File: config.mk
export PLATFORM = sky130hd
export DESIGN_NAME = acq_trigger_ctrl
export DESIGN_NICKNAME = d
export VERILOG_FILES = /design/src/rtl/acq_pkg.sv /design/src/rtl/acq_trigger_ctrl.sv
export SDC_FILE = /design/constraint.sdc
export NUM_CORES = 1
export LEC_CHECK = 0
export BUFFER_PORTS_ARGS = -buffer_cell sky130_fd_sc_hd__buf_2
export CORE_MARGIN = 1
export CORE_UTILIZATION = 36
export DETAILED_ROUTE_END_ITERATION = 16
export PLACE_DENSITY_LB_ADDON = 0.15
export SETUP_SLACK_MARGIN = 0.2
export SLEW_MARGIN = 20
export SYNTH_ARGS = -nofsm -noshare
export SYNTH_HDL_FRONTEND = slang
export SYNTH_SLANG_ARGS = --single-unit
File: constraint.sdc
create_clock -name clk -period 5.3 [get_ports clk]
set_clock_uncertainty 0.1 [all_clocks]
set_input_delay 0.795 -clock clk [delete_from_list [all_inputs] [get_ports clk]]
set_output_delay 0.795 -clock clk [all_outputs]
set_load 0.005 [all_outputs]
File: src/rtl/acq_pkg.sv
// Shared encodings for the acquisition trigger controller: FSM states, mode codes
// and the timeout counter width.
package acq_pkg;

  localparam int unsigned STATE_W   = 3;
  localparam int unsigned MODE_W    = 2;
  localparam int unsigned TIMEOUT_W = 32;

  typedef enum logic [STATE_W-1:0] {
    ST_IDLE = 3'd0,
    ST_PRE  = 3'd1,
    ST_WAIT = 3'd2,
    ST_POST = 3'd3,
    ST_DONE = 3'd4
  } acq_state_e;

  typedef enum logic [MODE_W-1:0] {
    MODE_SINGLE = 2'd0,
    MODE_NORMAL = 2'd1,
    MODE_AUTO   = 2'd2
  } acq_mode_e;

  // The unused code 3 falls back to single-shot behaviour.
  function automatic acq_mode_e decode_mode(input logic [MODE_W-1:0] m);
    decode_mode = (m == 2'd3) ? MODE_SINGLE : acq_mode_e'(m);
  endfunction

endpackage

File: src/rtl/acq_trigger_ctrl.sv
// Acquisition sequencer: pre-trigger fill, trigger wait (edge or auto timeout),
// post-trigger capture and HPS done handshake, with optional automatic re-arm.
module acq_trigger_ctrl
  import acq_pkg::*;
#(
  parameter int unsigned MEMORY_ADDR_LEN = 32,
  parameter int unsigned CNT_WIDTH       = 16
) (
  input  logic                       clk,
  input  logic                       rst,
  input  logic                       arm,
  input  logic                       abort,
  input  logic [MODE_W-1:0]          mode,
  input  logic [CNT_WIDTH-1:0]       pre_samples,
  input  logic [CNT_WIDTH-1:0]       post_samples,
  input  logic [TIMEOUT_W-1:0]       auto_timeout,
  input  logic                       in_data_valid,
  input  logic                       trigger,
  input  logic [MEMORY_ADDR_LEN-1:0] in_dma_master_address,
  input  logic                       done_ack,
  output logic                       capture_en,
  output logic [MEMORY_ADDR_LEN-1:0] trig_addr,
  output logic                       trig_forced,
  output logic                       done,
  output logic                       busy,
  output logic [STATE_W-1:0]         state
);

  acq_state_e                 state_q, state_d;
  acq_mode_e                  mode_q, mode_d;
  logic [CNT_WIDTH-1:0]       cnt_q, cnt_d, cnt_inc;
  logic [CNT_WIDTH-1:0]       pre_q, pre_d;
  logic [CNT_WIDTH-1:0]       post_q, post_d;
  logic [TIMEOUT_W-1:0]       tmo_q, tmo_d, tmo_inc;
  logic [TIMEOUT_W-1:0]       tmo_cfg_q, tmo_cfg_d;
  logic [MEMORY_ADDR_LEN-1:0] trig_addr_d;
  logic                       trig_forced_d;
  logic                       trig_prev_q;
  logic                       trig_edge;
  logic                       load_cfg;
  logic                       accept;
  logic                       accept_forced;

  assign cnt_inc   = CNT_WIDTH'(cnt_q + 1'b1);
  assign tmo_inc   = TIMEOUT_W'(tmo_q + 1'b1);
  assign trig_edge = trigger & ~trig_prev_q;
  assign state     = state_q;

  // Next-state, counters and configuration capture; abort overrides everything.
  always_comb begin
    state_d       = state_q;
    mode_d        = mode_q;
    cnt_d         = cnt_q;
    pre_d         = pre_q;
    post_d        = post_q;
    tmo_d         = tmo_q;
    tmo_cfg_d     = tmo_cfg_q;
    trig_addr_d   = trig_addr;
    trig_forced_d = trig_forced;
    load_cfg      = 1'b0;
    accept        = 1'b0;
    accept_forced = 1'b0;

    if (abort) begin
      state_d = ST_IDLE;
    end else begin
      case (state_q)
        ST_IDLE: load_cfg = arm;
        ST_PRE: begin
          if (in_data_valid) begin
            if (cnt_inc == pre_q) begin
              state_d = ST_WAIT;
              cnt_d   = '0;
              tmo_d   = '0;
            end else begin
              cnt_d = cnt_inc;
            end
          end
        end
        ST_WAIT: begin
          // A genuine edge wins over a timeout landing in the same cycle.
          if (trig_edge) begin
            accept = 1'b1;
          end else if (mode_q == MODE_AUTO && tmo_cfg_q != '0 && tmo_inc == tmo_cfg_q) begin
            accept        = 1'b1;
            accept_forced = 1'b1;
          end else begin
            tmo_d = tmo_inc;
          end
        end
        ST_POST: begin
          if (in_data_valid) begin
            if (cnt_inc == post_q) state_d = ST_DONE;
            else                   cnt_d   = cnt_inc;
          end
        end
        ST_DONE: begin
          if (done_ack) begin
            if (mode_q == MODE_SINGLE) state_d  = ST_IDLE;
            else                       load_cfg = 1'b1;
          end
        end
        default: state_d = ST_IDLE;
      endcase

      if (accept) begin
        trig_addr_d   = in_dma_master_address;
        trig_forced_d = accept_forced;
        cnt_d         = '0;
        state_d       = (post_q == '0) ? ST_DONE : ST_POST;
      end

      // Arm and re-arm both snapshot the configuration for the coming acquisition.
      if (load_cfg) begin
        mode_d    = decode_mode(mode);
        pre_d     = pre_samples;
        post_d    = post_samples;
        tmo_cfg_d = auto_timeout;
        cnt_d     = '0;
        tmo_d     = '0;
        state_d   = (pre_samples == '0) ? ST_WAIT : ST_PRE;
      end
    end
  end

  // State, counters and registered outputs.
  always_ff @(posedge clk or posedge rst) begin
    if (rst) begin
      state_q     <= ST_IDLE;
      mode_q      <= MODE_SINGLE;
      cnt_q       <= '0;
      pre_q       <= '0;
      post_q      <= '0;
      tmo_q       <= '0;
      tmo_cfg_q   <= '0;
      trig_prev_q <= 1'b0;
      trig_addr   <= '0;
      trig_forced <= 1'b0;
      capture_en  <= 1'b0;
      done        <= 1'b0;
      busy        <= 1'b0;
    end else begin
      state_q     <= state_d;
      mode_q      <= mode_d;
      cnt_q       <= cnt_d;
      pre_q       <= pre_d;
      post_q      <= post_d;
      tmo_q       <= tmo_d;
      tmo_cfg_q   <= tmo_cfg_d;
      trig_prev_q <= trigger;
      trig_addr   <= trig_addr_d;
      trig_forced <= trig_forced_d;
      capture_en  <= (state_d == ST_PRE) || (state_d == ST_WAIT) || (state_d == ST_POST);
      done        <= (state_d == ST_DONE);
      busy        <= (state_d != ST_IDLE);
    end
  end

endmodule

== Word-level counts from Yosys, hierarchy flattened ==
Cells that the tools add are included.

* Bits of input ports: 105
* Word-level logic and storage cells: 91
* Register bits: 154

* Add/subtract/negate cells: 2
* Bitwise operators: 3
* Equality and inequality tests: 20
* Mux-type cells: 36
* Reductions and logical operators: 17

{| class="wikitable"
|+ Operators by type and width
! operator !! count
|-
| 32-bit 2-to-1 mux || 5
|-
| 16-bit 2-to-1 mux || 6
|-
| 32-bit one-hot mux with 2 select lines || 1
|-
| 32-bit by 1-bit adder with 32-bit output (second input constant) || 1
|-
| 16-bit equality test || 2
|-
| 32-bit equality test || 1
|-
| 16-bit logical NOT || 2
|-
| 16-bit one-hot mux with 2 select lines || 1
|-
| 32-bit nonzero test || 1
|-
| 3-bit 2-to-1 mux || 10
|-
| 16-bit by 1-bit adder with 16-bit output (second input constant) || 1
|-
| 3-bit by 2-bit equality test with 1-bit output (second input constant) || 4
|-
| 3-bit != test (second input constant) || 4
|-
| 4-bit != test (second input constant) || 3
|-
| 3-bit one-hot mux with 4 select lines || 1
|-
| 1-bit 2-to-1 mux || 9
|-
| 3-bit by 1-bit equality test with 1-bit output (second input constant) || 2
|-
| 3-bit equality test (second input constant) || 2
|-
| 6-bit AND reduction || 1
|-
| 3-bit nonzero test || 2
|-
| 5-bit AND reduction || 1
|-
| 2-bit equality test (second input constant) || 2
|-
| 2-bit 2-to-1 mux || 2
|-
| 2-bit AND reduction || 2
|-
| other kinds (9) || 12
|}

== Depth between registers and ports, before layout ==
Gate-level depths: netlist of run 1.

* Depth after elaboration: 13
* Gate-level depth with buffers: 14
* Gate-level depth less buffers: 11

== Worst setup path after synthesis of run 1 ==
OpenSTA, ideal clock, no wires.

* Path kind: reg-to-reg
* From: register tmo_q[0]
* To: register trig_addr[0]
* Arrival: 3512 ps
* Setup slack: 1563 ps
* Required time: 5075 ps
* Cell stages (with the launch flop): 15
* Library setup time: 125 ps
* Period minus slack after synthesis: 3737 ps
* Cells stage by stage: dfrtp_1 ha_1 buf_2 nand3_2 or3_1 buf_6 nor3_1 a31oi_1 a2111oi_2 o221ai_2 or3_1 nor2b_4 nor3_4 buf_6 mux2_4

* Cells in the longest elaborated chain, start to end: 8

{| class="wikitable"
|+ RTL lines
! what !! line !! RTL
|-
| start, declared || acq_trigger_ctrl.sv:34 || <nowiki>logic [TIMEOUT_W-1:0] tmo_q, tmo_d, tmo_inc;</nowiki>
|-
| start signal, assigned || acq_trigger_ctrl.sv:148 || <nowiki>tmo_q <= tmo_d;</nowiki>
|-
| 32-bit by 1-bit adder with 32-bit output || acq_trigger_ctrl.sv:45 || <nowiki>assign tmo_inc = TIMEOUT_W'(tmo_q + 1'b1);</nowiki>
|-
| 32-bit equality test || acq_trigger_ctrl.sv:84 || <nowiki>end else if (mode_q == MODE_AUTO && tmo_cfg_q != '0 && tmo_inc == tmo_cfg_q) begin</nowiki>
|-
| 1-bit logical AND || acq_trigger_ctrl.sv:84 ||
|-
| 1-bit 2-to-1 mux || acq_trigger_ctrl.sv:84 ||
|-
| 1-bit 2-to-1 mux || acq_trigger_ctrl.sv:82 || <nowiki>if (trig_edge) begin</nowiki>
|-
| 1-bit 2-to-1 mux || acq_trigger_ctrl.sv:67 || <nowiki>case (state_q)</nowiki>
|-
| 1-bit 2-to-1 mux || acq_trigger_ctrl.sv:64 || <nowiki>if (abort) begin</nowiki>
|-
| 2-bit AND reduction (no line) || n/a ||
|-
| end signal, assigned || acq_trigger_ctrl.sv:151 || <nowiki>trig_addr <= trig_addr_d;</nowiki>
|-
| end, declared || acq_trigger_ctrl.sv:22 || <nowiki>output logic [MEMORY_ADDR_LEN-1:0] trig_addr,</nowiki>
|}

Every way passes these cells. The select of a mux whose other input is x is not followed.
A chain may end at the register's enable or synchronous reset.

== Worst setup path in the final report of run 1 ==
* From: register tmo_q[0]
* To: register cnt_q[5]

* Cells in the longest elaborated chain, start to end: 9
* Elaborated cells between the ends (all ways): 14

{| class="wikitable"
|+ RTL lines
! what !! line !! RTL
|-
| 32-bit by 1-bit adder with 32-bit output * || acq_trigger_ctrl.sv:45 ||
|-
| 32-bit equality test * || acq_trigger_ctrl.sv:84 ||
|-
| 1-bit logical AND * || acq_trigger_ctrl.sv:84 ||
|-
| 1-bit 2-to-1 mux * || acq_trigger_ctrl.sv:84 ||
|-
| 1-bit 2-to-1 mux * || acq_trigger_ctrl.sv:82 ||
|-
| 1-bit 2-to-1 mux * || acq_trigger_ctrl.sv:67 ||
|-
| 1-bit 2-to-1 mux * || acq_trigger_ctrl.sv:64 ||
|-
| 4-bit != test (no line) (tied with other cells) || n/a ||
|-
| 5-bit AND reduction (no line) / 16-bit 2-to-1 mux (equally long branches) || n/a ||
|-
| end signal, assigned || acq_trigger_ctrl.sv:145 || <nowiki>cnt_q <= cnt_d;</nowiki>
|-
| end, declared || acq_trigger_ctrl.sv:31 || <nowiki>logic [CNT_WIDTH-1:0] cnt_q, cnt_d, cnt_inc;</nowiki>
|}

Mark *: on every way between the ends. The rest lies on a longest branch, timed or not. The select of a mux whose other input is x is not followed.

==> results of run 1 <==
kinds of logic (layout without fill, tap and decap cells):
kind of cell | after synthesis | count (layout) | share of synthesized area
mux | 101 | 101 | 0.1361
buf+inv | 71 | 200 | 0.03820
flops | 154 | 154 | 0.4217
compound gates | 173 | 173 | 0.1265
fa+ha+maj | 2 | 2 | 0.002738
simple gates | 303 | 303 | 0.1880
xor+xnor | 81 | 81 | 0.08680
placed cells by master (no fill, tap or decap), types with 4 or more instances in the layout:
master     Yosys  final
o41ai_1       11     11
nor2b_1        4      4
xor2_1        20     20
buf_4          5     11
o21ai_0       69     69
o211ai_1       4      4
nor4_1        23     23
and2_1         9      9
or3_1         16     16
buf_2         19    143
xnor3_1        5      5
inv_6          0      6
mux2i_1        5      5
nand2_1       66     66
or4_1          6      6
nand3_1       22     22
and4_1         7      7
nand2b_1      16     16
xnor2_1       55     55
clkbuf_16      0     17
o21ai_1        6      6
a31oi_1        6      6
and3_1         6      6
mux2_2        66     66
mux2_4        30     30
a21oi_1       22     22
inv_1         13     12
nor3_1        26     26
nand4_1       22     22
dfrtp_1      154    154
o31ai_1       17     17
nor2_1        46     45
routing by layer:
layer	global-route usage	wire, um	vias to the layer above	share of wire
li1	-	-	3502	-
met1	0.2633	11230	3543	0.45
met2	0.3346	12570	148	0.50
met3	0.02851	811	29	0.032
met4	0.06218	436	2	0.017
met5	0	10	-	0.00040
metrics by stage:
stage,setup slack [ns],std cells,hold slack (ns)
global route,0.4100,1338,0.3710
floorplan,0.2552,885,0.3667
detailed placement,0.7687,1306,0.3898
CTS,0.7286,1338,0.3711
finish,0.7680,1338,0.3883
global placement,0.9012,1306,0.3868
registers in the layout (all words and copies together), names as in the netlist, 2 cells and up:
register and count:
state 3, trig_addr 32, pre_q 16, tmo_q 32
cnt_q 16, tmo_cfg_q 32, post_q 16, mode_q 2
report_power, final:
part / switching [uW] / internal [uW]
Sequential: 139 / 1290
Combinational: 217 / 270
Clock: 545 / 765
Total: 901 / 2330
final timing paths:
| check | end | cells after the start |
|---|---|---|
| min in group asynchronous | trig_addr[22] | 2 |
| worst max-delay path | cnt_q[5] | 11 |
| worst min register to register | tmo_q[31] | 1 |
| max in group asynchronous | tmo_q[1] | 3 |
| worst min-delay path | trig_prev_q | 1 |
| worst max register to register | cnt_q[5] | 11 |
cell type report:
class,count,area [sq um]
Clock buffer,18,439.2
Timing Repair Buffer,155,818.3
Tap cell,324,405.4
Inverter,13,53.80
Clock inverter,14,181.4
Multi-Input combinational cell,660,4943
Sequential cell,154,3854
Fill cell,2403,13910
==> flow_metrics.py, run 1 <==
metrics = {
    "synth": {
        "yosysUniqueCellTypes": 85,
        "syn-mean-instance-area_sq_um": 10.33,
        "synth-seq-cells": 154,
        "synth_edf_count": 0,
        "yosysWarnings": 0,
        "synth_nets": 992,
        "yosysTopAreaCell": "dfrtp_1",
        "async_reset_ff_frac": 1.000,
        "yosysMostFrequentCell": "dfrtp_1",
        "yosysSeqAreaShare": 0.4217,
        "netlist_area_sq_um": 9139,
        "synthCells": 885,
        "synth_flop_cell": "dfrtp_1",
        "synth_top_area_frac": 0.4217,
        "ys_top_cells_by_area": "dfrtp_1, mux2_2, xnor2_1",
        "synthTopCellsByCount": "dfrtp_1, o21ai_0, mux2_2, nand2_1, xnor2_1",
    },
    "clock_network": {
        "clkSinkCount": 154,
        "clk_path_buf_depth": 2,
        "root_buffer": "clkbuf_16",
        "htree_levels": 4,
        "cts_tree": "done",
        "path_clk_slew_ns": 0.06,
        "cts_resized": 0,
        "numCtsBuffers": 17,
        "clock_latency_ns": 0.43,
        "ctsHoldBuffers": 0,
        "post-cts-setup-buffers": 0,
    },
    "critical_path": {
        "cp_top_family": "simple AND/OR/NAND/NOR gates",
        "required_ns": 5.50,
        "r2r_start": "tmo_q[0]",
        "r2r_slack_ns": 0.77,
        "start_kind": "flop",
        "cp_common_cell": "or3_1",
        "slowest_stage": "or3_1",
        "path_max_fanout": 15,
        "critical_path_buf_inv_count": 0,
        "end_kind": "flop",
        "worstPathArrival_ns": 4.73,
        "criticalPathCategory": "flop to flop",
        "cpPeakStageDelay_ns": 0.57,
        "cp_cell_sequence": "ha_1 -> nand3_2 -> or3_1 -> nor4_4 -> xnor2_1 -> or4b_1 -> or4_4 -> o21ai_4 -> or3_1 -> or3b_2 -> nand2_1",
        "setup.worst_path.start": "tmo_q[0]",
    },
    "detailed_routing": {
        "drt_first_pass_iters": 5,
        "wire_per_inst_um": 18.73,
        "num_vias": 7224,
        "drc": 0,
        "drt_iter0_markers": 517,
        "routed_wl_um": 25060,
        "ant_nets": 0,
        "avgViaCountPerCell": 5.399,
    },
    "outcome": {
        "status": "completed",
    },
    "floorplanning": {
        "die_h_um": 161.3,
        "die_width_um": 161.3,
        "ios": 144,
        "core-area_sq_um": 24600,
        "initial_utilization": 0.3714,
        "num_rows": 57,
        "die_area_sq_um": 26030,
    },
    "place": {
        "dp_hpwl_um": 17880,
        "io_buffers": 143,
        "place.gp.congestion": 0.8617,
        "postPlaceCellArea_sq_um": 10070,
    },
    "hold_path": {
        "hold_class": "input port to flop",
        "hold_start": "trigger",
    },
    "timing": {
        "maxSlewViolCount": 0,
        "worst_pin_slew_ns": 1.004,
        "rsz0062_at_grt": "no",
        "setup_tns_ns": 0,
        "period_share": 0.8551,
        "period_minus_slack_ns": 4.532,
        "relSlewSlack": 0.3246,
        "fmax_mhz": 220.7,
        "hold_viol_final": 0,
        "setup_viol": 0,
    },
    "layout": {
        "final_area_sq_um": 10700,
        "final_layout_size_suffix_gt1_frac": 0.3107,
        "antennaDiodeCount": 0,
        "area_growth_pct": 17.03,
        "fin_nets": 1108,
        "final_util": 0.4347,
    },
    "flow_run": {
        "maxCapViolations": 0,
    },
    "global_route": {
        "track_usage": 0.1988,
        "grt_pass1_vias": 7151,
        "grt_overflow": 0,
        "grt_first_pass_wirelength_um": 40510,
        "grt_max_degree": 83,
        "antenna_found_initial": 1,
    },
    "power_and_ir_drop": {
        "power_uw": 3228,
        "ir_drop_mv": 0.2086,
        "p_leak_uw": 0.004418,
        "power_density_nw_per_um2": 301.8,
    },
}
(Power assumes the default switching activity.)
==> run 2: changes to the inputs <==
- CAP_MARGIN: default -> 10
- CORE_UTILIZATION: 36 -> 40
- CTS_BUF_LIST: default -> sky130_fd_sc_hd__clkbuf_8 sky130_fd_sc_hd__clkbuf_16
==> flow_metrics.py, run 2 (same netlist as run 1, synthesis figures left out) <==
metrics = {
    "outcome": {
        "status": "completed",
    },
    "clock_network": {
        "root_buffer": "clkbuf_16",
        "htree_levels": 4,
        "clk_path_buf_depth": 2,
        "path_clk_slew_ns": 0.06,
        "post-cts-setup-buffers": 0,
        "clkSinkCount": 154,
        "cts_resized": 0,
        "clock_latency_ns": 0.42,
        "numCtsBuffers": 17,
        "cts_tree": "done",
        "ctsHoldBuffers": 0,
    },
    "timing": {
        "relSlewSlack": 0.3920,
        "setup_viol": 0,
        "rsz0062_at_grt": "no",
        "period_share": 0.8516,
        "hold_viol_final": 0,
        "period_minus_slack_ns": 4.513,
        "worst_pin_slew_ns": 0.9120,
        "maxSlewViolCount": 0,
        "setup_tns_ns": 0,
        "fmax_mhz": 221.6,
    },
    "detailed_routing": {
        "avgViaCountPerCell": 5.645,
        "num_vias": 7305,
        "wire_per_inst_um": 19.06,
        "drc": 0,
        "drt_iter0_markers": 596,
        "ant_nets": 0,
        "drt_first_pass_iters": 5,
        "routed_wl_um": 24670,
    },
    "critical_path": {
        "slowest_stage": "or3_1",
        "reg2reg_depth": 11,
        "r2r_slack_ns": 0.79,
        "cp_common_cell": "or3_1",
        "path_max_fanout": 15,
        "end_kind": "flop",
        "cpPeakStageDelay_ns": 0.58,
        "start_kind": "flop",
        "r2r_end": "cnt_q[5]",
        "worstPathArrival_ns": 4.72,
        "cp_cell_sequence": "ha_1 -> nand3_2 -> or3_1 -> nor4_4 -> xnor2_1 -> or4b_1 -> or4_4 -> o21ai_4 -> or3_1 -> or3b_2 -> nand2_1",
        "r2r_start": "tmo_q[0]",
        "criticalPathCategory": "flop to flop",
        "required_ns": 5.51,
    },
    "layout": {
        "stdcell_count": 1294,
        "final_layout_size_suffix_gt1_frac": 0.3083,
        "final-seq-area_sq_um": 3854,
        "layout_commonest_cell": "dfrtp_1",
        "fin_nets": 1109,
        "final_area_sq_um": 10630,
        "multi_input_area_sq_um": 4943,
        "num-fill-cells": 2065,
        "area_growth_pct": 16.35,
        "top_regs": "tmo_cfg_q (32), tmo_q (32), trig_addr (32)",
        "final_cell_mix": "dfrtp_1, buf_2, o21ai_0",
    },
    "hold_path": {
        "hold_start": "trigger",
        "min_to": "trig_prev_q",
        "hold_depth": 1,
        "hold_class": "input port to flop",
    },
    "flow_run": {
        "maxCapViolations": 0,
    },
    "floorplanning": {
        "num_rows": 54,
        "die_area_sq_um": 23450,
        "die_width_um": 153.2,
        "core-area_sq_um": 22090,
        "die_h_um": 153.2,
        "ios": 144,
        "initial_utilization": 0.4136,
    },
    "power_and_ir_drop": {
        "power_density_nw_per_um2": 301.1,
        "p_leak_uw": 0.004420,
        "ir_drop_mv": 0.2050,
        "power_uw": 3201,
    },
    "global_route": {
        "grt_first_pass_wirelength_um": 39700,
        "grt_max_degree": 98,
        "track_usage": 0.2152,
        "antenna_found_initial": 2,
        "grt_overflow": 0,
        "grt_pass1_vias": 7135,
    },
    "place": {
        "dp_hpwl_um": 17790,
        "io_buffers": 143,
        "postPlaceCellArea_sq_um": 10030,
        "place_inst": 1263,
        "place.gp.congestion": 0.8415,
    },
}
run 2: how the worst max path moves through the flow:
| stage | startpoint | to | slack [ns] | cells past startpoint |
|---|---|---|---|---|
| global placement | tmo_q[0] | trig_addr[23] | 0.92 | 12 |
| global route | tmo_q[0] | cnt_q[11] | 0.53 | 11 |
| CTS | tmo_q[0] | cnt_q[10] | 0.81 | 11 |
| finish | tmo_q[0] | cnt_q[5] | 0.79 | 11 |
| detailed placement | tmo_q[0] | cnt_q[10] | 0.82 | 11 |
| floorplan | rst | busy | 0.26 | 1 |
run 2: area by class of cell:
cell class	count	share of cell area
multi-input cells	660	0.4649
flip-flops and latches	154	0.3624
repair buffers	156	0.07767
clock buffers	17	0.04001
well taps	280	0.03295
clock inverters	12	0.01647
inverters	13	0.005060
diodes	2	0.0004707
run 2: metal layers:
layer | part of all wire | vias up | global-route usage
li1 | - | 3491 | -
met1 | 0.44 | 3622 | 0.2796
met2 | 0.52 | 168 | 0.3683
met3 | 0.033 | 22 | 0.03176
met4 | 0.013 | 2 | 0.06782
met5 | 0.00053 | - | 0
run 2: where the power goes:
group	total (uW)	leakage (uW)	internal, uW	switching, uW
sequential	1430	0.00197	1290	137
clock	1280	0.000293	780	502
combinational	489	0.00216	269	219
total	3200	0.00442	2340	858
run 2: critical path: cells and delay by family (launching register included):
| kind | cells | cell delay, ns |
|---|---|---|
| AOI/OAI and AO/OA | 1 | 0.40 |
| DFF | 1 | 0.48 |
| xor gates and xnor gates | 1 | 0.13 |
| adders and majority gates | 1 | 0.37 |
| and+or+nand+nor | 8 | 2.91 |
run 2: through the flow:
step / utilization / setup WS (ns) / hold WS [ns]
2_1_floorplan: - / 0.2552 / 0.3667
4_1_cts: 0.4810 / 0.8111 / 0.3683
5_1_grt: 0.4811 / 0.5334 / 0.3705
6_report: 0.4813 / 0.7866 / 0.3856
3_5_place_dp: 0.4538 / 0.8178 / 0.3864
3_3_place_gp: 0.4538 / 0.9214 / 0.3852
